$ cat src/rtl/dpll_flb_pkg.sv
// ---------------------------------------------------------------------------
// dpll_flb_pkg
//   Constants and types shared by the DCO code sequencer and its
//   slew / column-boundary limiter.
//   CODE_W      : width of the capacitor-matrix code (s_mtrx)
//   COL_SIZE    : codes per matrix column (power of 2)
//   seq_state_t : sequencer FSM state encoding
// ---------------------------------------------------------------------------
package dpll_flb_pkg;

  localparam int CODE_W   = 8;
  localparam int COL_SIZE = 16;

  typedef enum logic [1:0] {
    IDLE   = 2'd0,
    STEP   = 2'd1,
    SETTLE = 2'd2
  } seq_state_t;

endpackage

$ cat src/rtl/dco_step_limit.sv
// ---------------------------------------------------------------------------
// dco_step_limit
//   Combinational next-code calculation for the DCO code ramp. Moves the
//   current code toward the target by at most MAX_STEP, never past the
//   target, and never across a column boundary (landing on one is allowed).
//   The result is clamped to [CODE_MIN, CODE_MAX].
// Ports
//   i_cur  in  CODE_W  current s_mtrx code
//   i_tgt  in  CODE_W  latched (already clamped) target code
//   o_next out CODE_W  code to apply on the next update
// ---------------------------------------------------------------------------
import dpll_flb_pkg::*;

module dco_step_limit #(
  parameter int CODE_W   = dpll_flb_pkg::CODE_W,
  parameter int MAX_STEP = 4,
  parameter int COL_SIZE = dpll_flb_pkg::COL_SIZE,
  parameter int CODE_MIN = 0,
  parameter int CODE_MAX = 255
) (
  input  logic [CODE_W-1:0] i_cur,
  input  logic [CODE_W-1:0] i_tgt,
  output logic [CODE_W-1:0] o_next
);

  // Two extra bits so cur+MAX_STEP and cur-MAX_STEP never wrap.
  localparam int W = CODE_W + 2;
  typedef logic signed [W-1:0] sw_t;

  localparam sw_t STEP_S = sw_t'(MAX_STEP);
  localparam sw_t COL_S  = sw_t'(COL_SIZE);
  localparam sw_t MASK_S = sw_t'(COL_SIZE - 1);
  localparam sw_t MIN_S  = sw_t'(CODE_MIN);
  localparam sw_t MAX_S  = sw_t'(CODE_MAX);
  localparam sw_t ONE_S  = sw_t'(1);

  sw_t w_cur;
  sw_t w_tgt;
  sw_t w_lim;
  sw_t w_bnd;
  sw_t w_res;

  always_comb begin
    w_cur = $signed({2'b00, i_cur});
    w_tgt = $signed({2'b00, i_tgt});
    w_lim = '0;
    w_bnd = '0;
    w_res = w_cur;
    if (w_tgt > w_cur) begin
      w_lim = w_cur + STEP_S;
      // first code of the next column up
      w_bnd = (w_cur | MASK_S) + ONE_S;
      w_res = w_lim;
      if (w_tgt < w_res) w_res = w_tgt;
      if (w_bnd < w_res) w_res = w_bnd;
    end else if (w_tgt < w_cur) begin
      w_lim = w_cur - STEP_S;
      // sitting on a boundary: the floor is the start of the column below
      if ((w_cur & MASK_S) == '0) w_bnd = w_cur - COL_S;
      else                        w_bnd = w_cur & ~MASK_S;
      w_res = w_lim;
      if (w_tgt > w_res) w_res = w_tgt;
      if (w_bnd > w_res) w_res = w_bnd;
    end
    if (w_res < MIN_S) w_res = MIN_S;
    if (w_res > MAX_S) w_res = MAX_S;
    o_next = CODE_W'(w_res);
  end

endmodule

$ cat src/rtl/dco_code_sequencer.sv
// ---------------------------------------------------------------------------
// dco_code_sequencer
//   Slew-limited sequencer feeding the DCO capacitor-matrix decoder. Accepts
//   a target code over valid/ready, then ramps s_mtrx toward it one bounded
//   step at a time with SETTLE_CYC idle cycles after each step.
// Ports
//   clk        in   1       clock, posedge
//   rst        in   1       synchronous active-high reset
//   tgt_code   in   CODE_W  requested target code
//   tgt_valid  in   1       tgt_code valid
//   tgt_ready  out  1       high in IDLE; targets offered otherwise are dropped
//   freeze     in   1       hold s_mtrx, suppress new steps
//   s_mtrx     out  CODE_W  registered code to the decoder
//   s_mtrx_upd out  1       one-cycle pulse coincident with each new s_mtrx
//   busy       out  1       ramp in progress
//   at_target  out  1       s_mtrx equals last accepted (clamped) target
//
// state  | meaning
// IDLE   | waiting for a target; s_mtrx stable
// STEP   | apply next code (held while freeze=1)
// SETTLE | count down SETTLE_CYC cycles after a step
// ---------------------------------------------------------------------------
import dpll_flb_pkg::*;

module dco_code_sequencer #(
  parameter int CODE_W     = dpll_flb_pkg::CODE_W,
  parameter int MAX_STEP   = 4,
  parameter int SETTLE_CYC = 2,
  parameter int COL_SIZE   = dpll_flb_pkg::COL_SIZE,
  parameter int CODE_MIN   = 0,
  parameter int CODE_MAX   = 255,
  parameter int RST_CODE   = 128
) (
  input  logic              clk,
  input  logic              rst,
  input  logic [CODE_W-1:0] tgt_code,
  input  logic              tgt_valid,
  output logic              tgt_ready,
  input  logic              freeze,
  output logic [CODE_W-1:0] s_mtrx,
  output logic              s_mtrx_upd,
  output logic              busy,
  output logic              at_target
);

  localparam int CNT_W = (SETTLE_CYC > 1) ? $clog2(SETTLE_CYC) : 1;

  seq_state_t        r_state, w_state_nxt;
  logic [CODE_W-1:0] r_mtrx,  w_mtrx_nxt;
  logic [CODE_W-1:0] r_tgt,   w_tgt_nxt;
  logic [CNT_W-1:0]  r_cnt,   w_cnt_nxt;
  logic              r_upd,   w_upd_nxt;
  logic              r_at,    w_at_nxt;
  logic [CODE_W-1:0] w_tgt_clamp;
  logic [CODE_W-1:0] w_step;

  dco_step_limit #(
    .CODE_W   (CODE_W),
    .MAX_STEP (MAX_STEP),
    .COL_SIZE (COL_SIZE),
    .CODE_MIN (CODE_MIN),
    .CODE_MAX (CODE_MAX)
  ) u_step_limit (
    .i_cur  (r_mtrx),
    .i_tgt  (r_tgt),
    .o_next (w_step)
  );

  always_comb begin
    w_tgt_clamp = tgt_code;
    if (tgt_code < CODE_W'(CODE_MIN)) w_tgt_clamp = CODE_W'(CODE_MIN);
    if (tgt_code > CODE_W'(CODE_MAX)) w_tgt_clamp = CODE_W'(CODE_MAX);
  end

  always_comb begin
    w_state_nxt = r_state;
    w_mtrx_nxt  = r_mtrx;
    w_tgt_nxt   = r_tgt;
    w_cnt_nxt   = r_cnt;
    w_upd_nxt   = 1'b0;
    w_at_nxt    = r_at;
    case (r_state)
      IDLE: begin
        if (tgt_valid) begin
          w_tgt_nxt = w_tgt_clamp;
          if (w_tgt_clamp != r_mtrx) begin
            w_state_nxt = STEP;
            w_at_nxt    = 1'b0;
          end
        end
      end
      STEP: begin
        if (!freeze) begin
          w_mtrx_nxt  = w_step;
          w_upd_nxt   = 1'b1;
          w_cnt_nxt   = CNT_W'(SETTLE_CYC - 1);
          w_state_nxt = SETTLE;
        end
      end
      SETTLE: begin
        if (r_cnt == '0) begin
          if (r_mtrx == r_tgt) begin
            w_state_nxt = IDLE;
            w_at_nxt    = 1'b1;
          end else begin
            w_state_nxt = STEP;
          end
        end else begin
          w_cnt_nxt = r_cnt - 1'b1;
        end
      end
      default: w_state_nxt = IDLE;
    endcase
  end

  always_ff @(posedge clk) begin
    if (rst) begin
      r_state <= IDLE;
      r_mtrx  <= CODE_W'(RST_CODE);
      r_tgt   <= CODE_W'(RST_CODE);
      r_cnt   <= '0;
      r_upd   <= 1'b0;
      r_at    <= 1'b1;
    end else begin
      r_state <= w_state_nxt;
      r_mtrx  <= w_mtrx_nxt;
      r_tgt   <= w_tgt_nxt;
      r_cnt   <= w_cnt_nxt;
      r_upd   <= w_upd_nxt;
      r_at    <= w_at_nxt;
    end
  end

  assign s_mtrx     = r_mtrx;
  assign s_mtrx_upd = r_upd;
  assign tgt_ready  = (r_state == IDLE);
  assign busy       = (r_state != IDLE);
  assign at_target  = r_at;

endmodule

$ cat config.mk
export PLATFORM = sky130hd
export DESIGN_NAME = dco_code_sequencer
export DESIGN_NICKNAME = d
export VERILOG_FILES = /design/src/rtl/dpll_flb_pkg.sv /design/src/rtl/dco_step_limit.sv /design/src/rtl/dco_code_sequencer.sv
export SDC_FILE = /design/constraint.sdc
export NUM_CORES = 1
export LEC_CHECK = 0
export CORE_MARGIN = 3
export CORE_UTILIZATION = 40
export CTS_CLUSTER_DIAMETER = 60
export DETAILED_ROUTE_END_ITERATION = 7
export PLACE_DENSITY = 0.68
export SLEW_MARGIN = 10
export SYNTH_ARGS = -nofsm -noshare
export SYNTH_HDL_FRONTEND = slang
export SYNTH_HIERARCHICAL = 1
export SYNTH_SLANG_ARGS = --single-unit
$ cat constraint.sdc
create_clock -name clk -period 10.14 [get_ports clk]
set_input_delay 2.028 -clock clk [delete_from_list [all_inputs] [get_ports clk]]
set_output_delay 2.028 -clock clk [all_outputs]
set_load 0.02 [all_outputs]
# Word level (Yosys, flattened, before mapping)
# Index checks and enable logic that the tools add are counted.
classes:
  reduce_logical: 11
  n_mux: 31
  addsub: 5
  bitwise: 2
  order_cmp: 10
  n_eq_ne: 9
ops:
  columns: ["operator", "n"]
  rows:
  - ["$mux W10", 13]
  - ["$mux W8", 3]
  - ["$gt A10 B10 Y1", 1]
  - ["$gt A10 B9 Y1 const B", 1]
  - ["$gt A9 B10 Y1", 1]
  - ["$logic_not A10 Y1", 1]
  - ["$lt A10 B1 Y1 const B", 1]
  - ["$lt A10 B10 Y1", 1]
  - ["$lt A9 B10 Y1", 1]
  - ["$add A8 B1 Y9 const B", 1]
  - ["$add A8 B3 Y9 const B", 1]
  - ["$sub A8 B3 Y9 const B", 1]
  - ["$sub A8 B5 Y9 const B", 1]
  - ["$eq A8 B8 Y1", 1]
  - ["$gt A8 B8 Y1", 1]
  - ["$gt A8 B8 Y1 const B", 1]
  - ["$lt A8 B1 Y1 const B", 1]
  - ["$lt A8 B8 Y1", 1]
  - ["$mux W1", 8]
  - ["$mux W2", 4]
  - ["$ne A2 B2 Y1 const B", 4]
  - ["$ne A8 B8 Y1", 1]
  - ["$pmux W2 S3", 1]
  - ["$reduce_and A2 Y1", 3]
  - ["11 further kinds", 15]
word_totals:
  elab_cells: 74
  ff_bits: 21
  input_bits: 12

# Longest topological paths before layout
depth:
  ltp_word: 13
  depth_mapped: 26
  depth_no_buf: 23

# By module
# The synthesis kept the hierarchy.
modules_own_cells:
  columns: ["mod", "area_each_um2", "cells_per_inst", "n_inst"]
  rows:
  - ["dco_step_limit", 1742.9, 237, 1]
  - ["dco_code_sequencer", 952.2, 118, 1]

# Worst setup path before layout
# No wires, ideal clock.
synth_timing:
  path_kind: "register to register"
  start: "register r_mtrx[2] (netlist: s_mtrx[2])"
  end: "register r_mtrx[6] (netlist: s_mtrx[6])"
  path_stages_with_launch: 23
  path_slack_ns: 5.498
  period_less_slack_ns: 4.642
  arrival_time_ns: 4.572
  setup_time_ns: 0.070
  path_buffers: 2
  t_required_ns: 10.070
  path_cell_list: "dfxtp_1 inv_1 ha_1 o21ai_0 xnor2_1 ha_1 a21o_1 a21oi_1 o211ai_1 a21oi_2 buf_6 mux2_2 ha_1 a211oi_1 nor2_1 or4_1 a31oi_1 buf_4 a211oi_2 a21o_1 o22ai_1 nand2_1 a21oi_1"
synth_via:
  elab_chain_len: 13
  word_cells_on_any_way: 26
synth_rtl:
  columns: ["element", "line", "rtl"]
  rows:
  - ["start: declaration", "dco_code_sequencer.sv:49", "logic [CODE_W-1:0] r_mtrx, w_mtrx_nxt;"]
  - ["start signal: assignment", "dco_code_sequencer.sv:119", "r_mtrx <= CODE_W'(RST_CODE);"]
  - ["start signal: assignment", "dco_code_sequencer.sv:126", "r_mtrx <= w_mtrx_nxt;"]
  - ["$sub A8 B3 Y9", "dco_step_limit.sv:57", "w_lim = w_cur - STEP_S;"]
  - ["$gt A9 B10 Y1", "dco_step_limit.sv:62", "if (w_tgt > w_res) w_res = w_tgt;"]
  - ["$mux W10", "dco_step_limit.sv:62", null]
  - ["$mux W10", "dco_step_limit.sv:56", "end else if (w_tgt < w_cur) begin"]
  - ["$mux W10", "dco_step_limit.sv:49", "if (w_tgt > w_cur) begin"]
  - ["$gt A10 B10 Y1", "dco_step_limit.sv:63", "if (w_bnd > w_res) w_res = w_bnd;"]
  - ["$mux W10", "dco_step_limit.sv:63", null]
  - ["$mux W10", "dco_step_limit.sv:56", null]
  - ["$mux W10 (*)", "dco_step_limit.sv:49", null]
  - ["$lt A10 B1 Y1", "dco_step_limit.sv:65", "if (w_res < MIN_S) w_res = MIN_S;"]
  - ["$mux W10 (*)", "dco_step_limit.sv:65", null]
  - ["$gt A10 B9 Y1", "dco_step_limit.sv:66", "if (w_res > MAX_S) w_res = MAX_S;"]
  - ["$mux W8 (*)", "dco_step_limit.sv:66", null]
  - ["named net w_step[6]", "dco_code_sequencer.sv:55", "logic [CODE_W-1:0] w_step;"]
# The timed path passes the listed nets; every way through them passes the cells marked *. The select of a mux whose other input is x is not followed.
# A chain may end at the register's enable or synchronous reset.

# Final worst setup path
layout_timing:
  start: "register r_mtrx[4] (netlist: s_mtrx[4])"
  end: "register r_mtrx[3] (netlist: s_mtrx[3])"
# The elaborated chain is that of the path after synthesis.

==> metrics.md <==
| Metric | Value |
|---|---|
| CTS resizes | 0 |
| Leakage | 1.28 nW |
| Worst setup EP type | flop |
| Largest net degree at the start of global routing | 22 |
| Achievable frequency | 172 MHz |
| Routed length per instance | 16.5 um |
| Maximum buffer depth of the clock tree | 2 |
| VDD IR-drop max | 0.0894 mV |
| GRT overflow | 0 |
| Fin Setup TNS | 0 ns |
| DRT Pass-1 Iters | 7 |
| Vias/cell | 5.71 |
| Hold worst-path end | r_cnt |
| Routability cong. | 0.906 |
| Reg2reg start | s_mtrx[4] |
| Fin nets | 424 |
| Cells taking the most area after synthesis | ha_1, dfxtp_1, nand2_1 |
| Period Utilization, post-route | 57.2% |
| CTS tree | yes |
| Antenna diodes | 0 |
| Post-Syn Area | 2700 um^2 |
| Final hold vios | 0 |
| Seq/Total Area, Yosys | 15.6% |
| Post-synth top area share | 17.6% |
| CTS Sinks | 21 |
| Asr flop ratio synth | 0% |
| Worst slack at placement | 4.46 ns |
| CP startpoint kind | flop |
| Synth warnings | 6 |
| Yosys reg bits | 21 |
| Root buffer cell | clkbuf_8 |
| Maxcap violations | 0 |
| Crit path time final | 5.80 ns |
| Share of cells above drive strength 1 | 7.77% |
| DIE HEIGHT | 88.1 um |
| CP required | 10.32 ns |
| Setup-failing EPs final | 0 |
| Cell variety after synth | 64 |
| R2r setup slk | 4.34 ns |
| Rel. slew slack | 42.8% |
| Syn Inst Count | 355 |
| Max Slew Vio Count | 0 |
| Mapped Avg Cell Area | 7.59 um^2 |
| Worst-path clk slew | 0.07 ns |
| Initial core utilization | 42.0% |
| Core Region | 6420 um^2 |
| Util after Layout | 46.7% |
| Min-Delay Startpoint | r_cnt |
| Initial antenna violation count | 0 |
| Worst clock skew | 0.00234 ns |
| CP arrival | 5.98 ns |
| Synth area leader | ha_1 |
| HP Class | reg2reg |
| H-tree levels | 1 |
| Slew @ Worst Pin | 0.853 ns |
| FF-to-FF End | s_mtrx[3] |
| First-pass GRT wire length | 12,400 um |
| Num rows | 29 |
| PwrDens | 174 nW/um^2 |
| Fillers | 632 |
| Gr usage total | 20.1% |
| RSZ-0062 raised after global routing | no |
| Crit-path max FO | 12 |
| Drt drc | 0 |
| Post-CTS setup buffer count | 0 |
| Final antenna-violating net count | 0 |
| Run status | complete, no violations |
| Routed Wire Length | 7440 um |
| Area delta synth->final | 11.2% |
| Reg2reg path depth | 21 |
| Number of I/O pins | 24 |
| Iteration-0 DRC count of the detailed router | 246 |
| Power Total | 0.521 mW |
| Vias | 2,568 |
| Main synth FF type | dfxtp_1 |
| Hold Path Depth | 2 |
| Post-synth EDFFs | 0 |
| Total die area | 7760 um^2 |
| Final setup margin | 4.34 ns |
| Hold_buf cts | 0 |
| Die W | 88.1 um |
| Detailed Place HPWL | 5780 um |
| Num CTS Buffers | 3 |
| Vias in the first global route | 2,453 |
| Worst skew pair latency | 0.26 ns |
| WS Path Type | reg2reg |
| # port buffers | 23 |
[logic make-up (layout without fill, tap and decap cells)]
group | Yosys count | in the layout | share of synthesized area, %
DFF | 21 | 21 | 15.6
buffers and inverters | 32 | 48 | 6.13
muxes | 12 | 12 | 4.78
adders and majority gates | 38 | 38 | 17.6
xor gates and xnor gates | 29 | 29 | 9.42
and+or+nand+nor | 129 | 129 | 23.9
AOI/OAI and AO/OA | 92 | 92 | 22.2
other | 2 | 4 | 0.279
[cell usage in the layout, fill, tap and decap left out, types with 2 or more instances in the layout]
cell type        netlist  routed
nand2_1               60      60
ha_1                  38      38
a21oi_1               36      36
clkdlybuf4s50_1        0      23
dfxtp_1               21      21
inv_1                 19      19
xnor2_1               19      19
o21ai_0               17      17
nor2_1                14      14
xor2_1                10      10
nand3_1               10      10
mux2i_1                8       8
nor3_1                 6       6
a21o_1                 6       6
and2_1                 5       5
nand4_1                4       4
o211ai_1               4       4
conb_1                 2       4
a31oi_1                3       3
nor4_1                 3       3
nand3b_1               3       3
clkbuf_8               0       3
a211oi_1               3       3
mux2_2                 3       3
nand2b_1               3       3
nor4_2                 2       2
nand2_2                2       2
nor2b_1                2       2
o311ai_0               2       2
a41oi_1                2       2
or2_2                  2       2
or3_1                  2       2
a31o_1                 2       2
a221o_1                2       2
[cell type report]
class                   count  area [um^2]  share of cell area [%]
clock buffers               4         45.0                    1.50
inverters                  20         80.1                    2.67
multi-input cells         304         2120                    70.6
flip-flops and latches     21          420                    14.0
well taps                  77         96.3                    3.22
repair buffers             24          238                    7.93
[sequential cells by signal, indices dropped and copies added, names as in the netlist]
name        count
at_target       1
r_cnt           1
r_state         2
r_tgt           8
s_mtrx          8
s_mtrx_upd      1
[critical path: stages, from the launching register on]
cell and delay, ns:
dfxtp_1 0.66, inv_1 0.29, ha_1 0.29, inv_1 0.06, o21ai_0 0.09, xnor2_1 0.22, ha_1 0.29, a21o_1 0.16
a21oi_1 0.19, o211ai_1 0.13, a21oi_2 0.47, mux2_2 0.42, ha_1 0.30, a211oi_1 0.24, nor2_1 0.07, or4_1 0.40
a31oi_1 0.67, and2_2 0.31, nand2b_1 0.08, a22oi_1 0.19, nand2_1 0.08, a21oi_1 0.12
[cell usage after synthesis (5+ instances only)]
master   number
o21ai_0      17
nand3_1      10
xor2_1       10
and2_1        5
inv_1        19
mux2i_1       8
a21oi_1      36
a21o_1        6
ha_1         38
nand2_1      60
xnor2_1      19
nor3_1        6
nor2_1       14
dfxtp_1      21
[worst max-delay path by stage]
stage	start	endpoint	slack (ns)	cells after the start
after floorplan	s_mtrx[2]	s_mtrx[6]	5.50	22
after global placement	s_mtrx[4]	s_mtrx[1]	4.57	21
after detailed placement	s_mtrx[4]	s_mtrx[3]	4.46	21
after CTS	s_mtrx[4]	s_mtrx[3]	4.41	21
after global routing	s_mtrx[4]	s_mtrx[1]	3.90	21
final	s_mtrx[4]	s_mtrx[3]	4.34	21
[layer usage]
| layer | GRT usage, % | vias to the layer above | wire length (um) |
|---|---|---|---|
| met5 | 0 | - | 0 |
| li1 | - | 1295 | - |
| met2 | 32.3 | 92 | 3370 |
| met4 | 3.85 | 0 | 89 |
| met1 | 29.0 | 1169 | 3570 |
| met3 | 2.35 | 12 | 417 |
[power breakdown]
part / total (mW) / leakage (nW) / switching, mW / internal (mW)
registers: 0.107 / 0.172 / 0.0185 / 0.0887
logic: 0.360 / 1.08 / 0.211 / 0.149
clock network: 0.0544 / 0.0228 / 0.0264 / 0.0280
total: 0.521 / 1.28 / 0.256 / 0.266
[metrics by stage]
step	cells	hold WS (ns)	instance area, um^2
final	450	0.523	3000
after global routing	450	0.548	3000
after CTS	450	0.522	3000
after detailed placement	446	0.509	2950
after global placement	446	0.504	2950
after floorplan	357	0.477	2700
(Power assumes the default switching activity.)
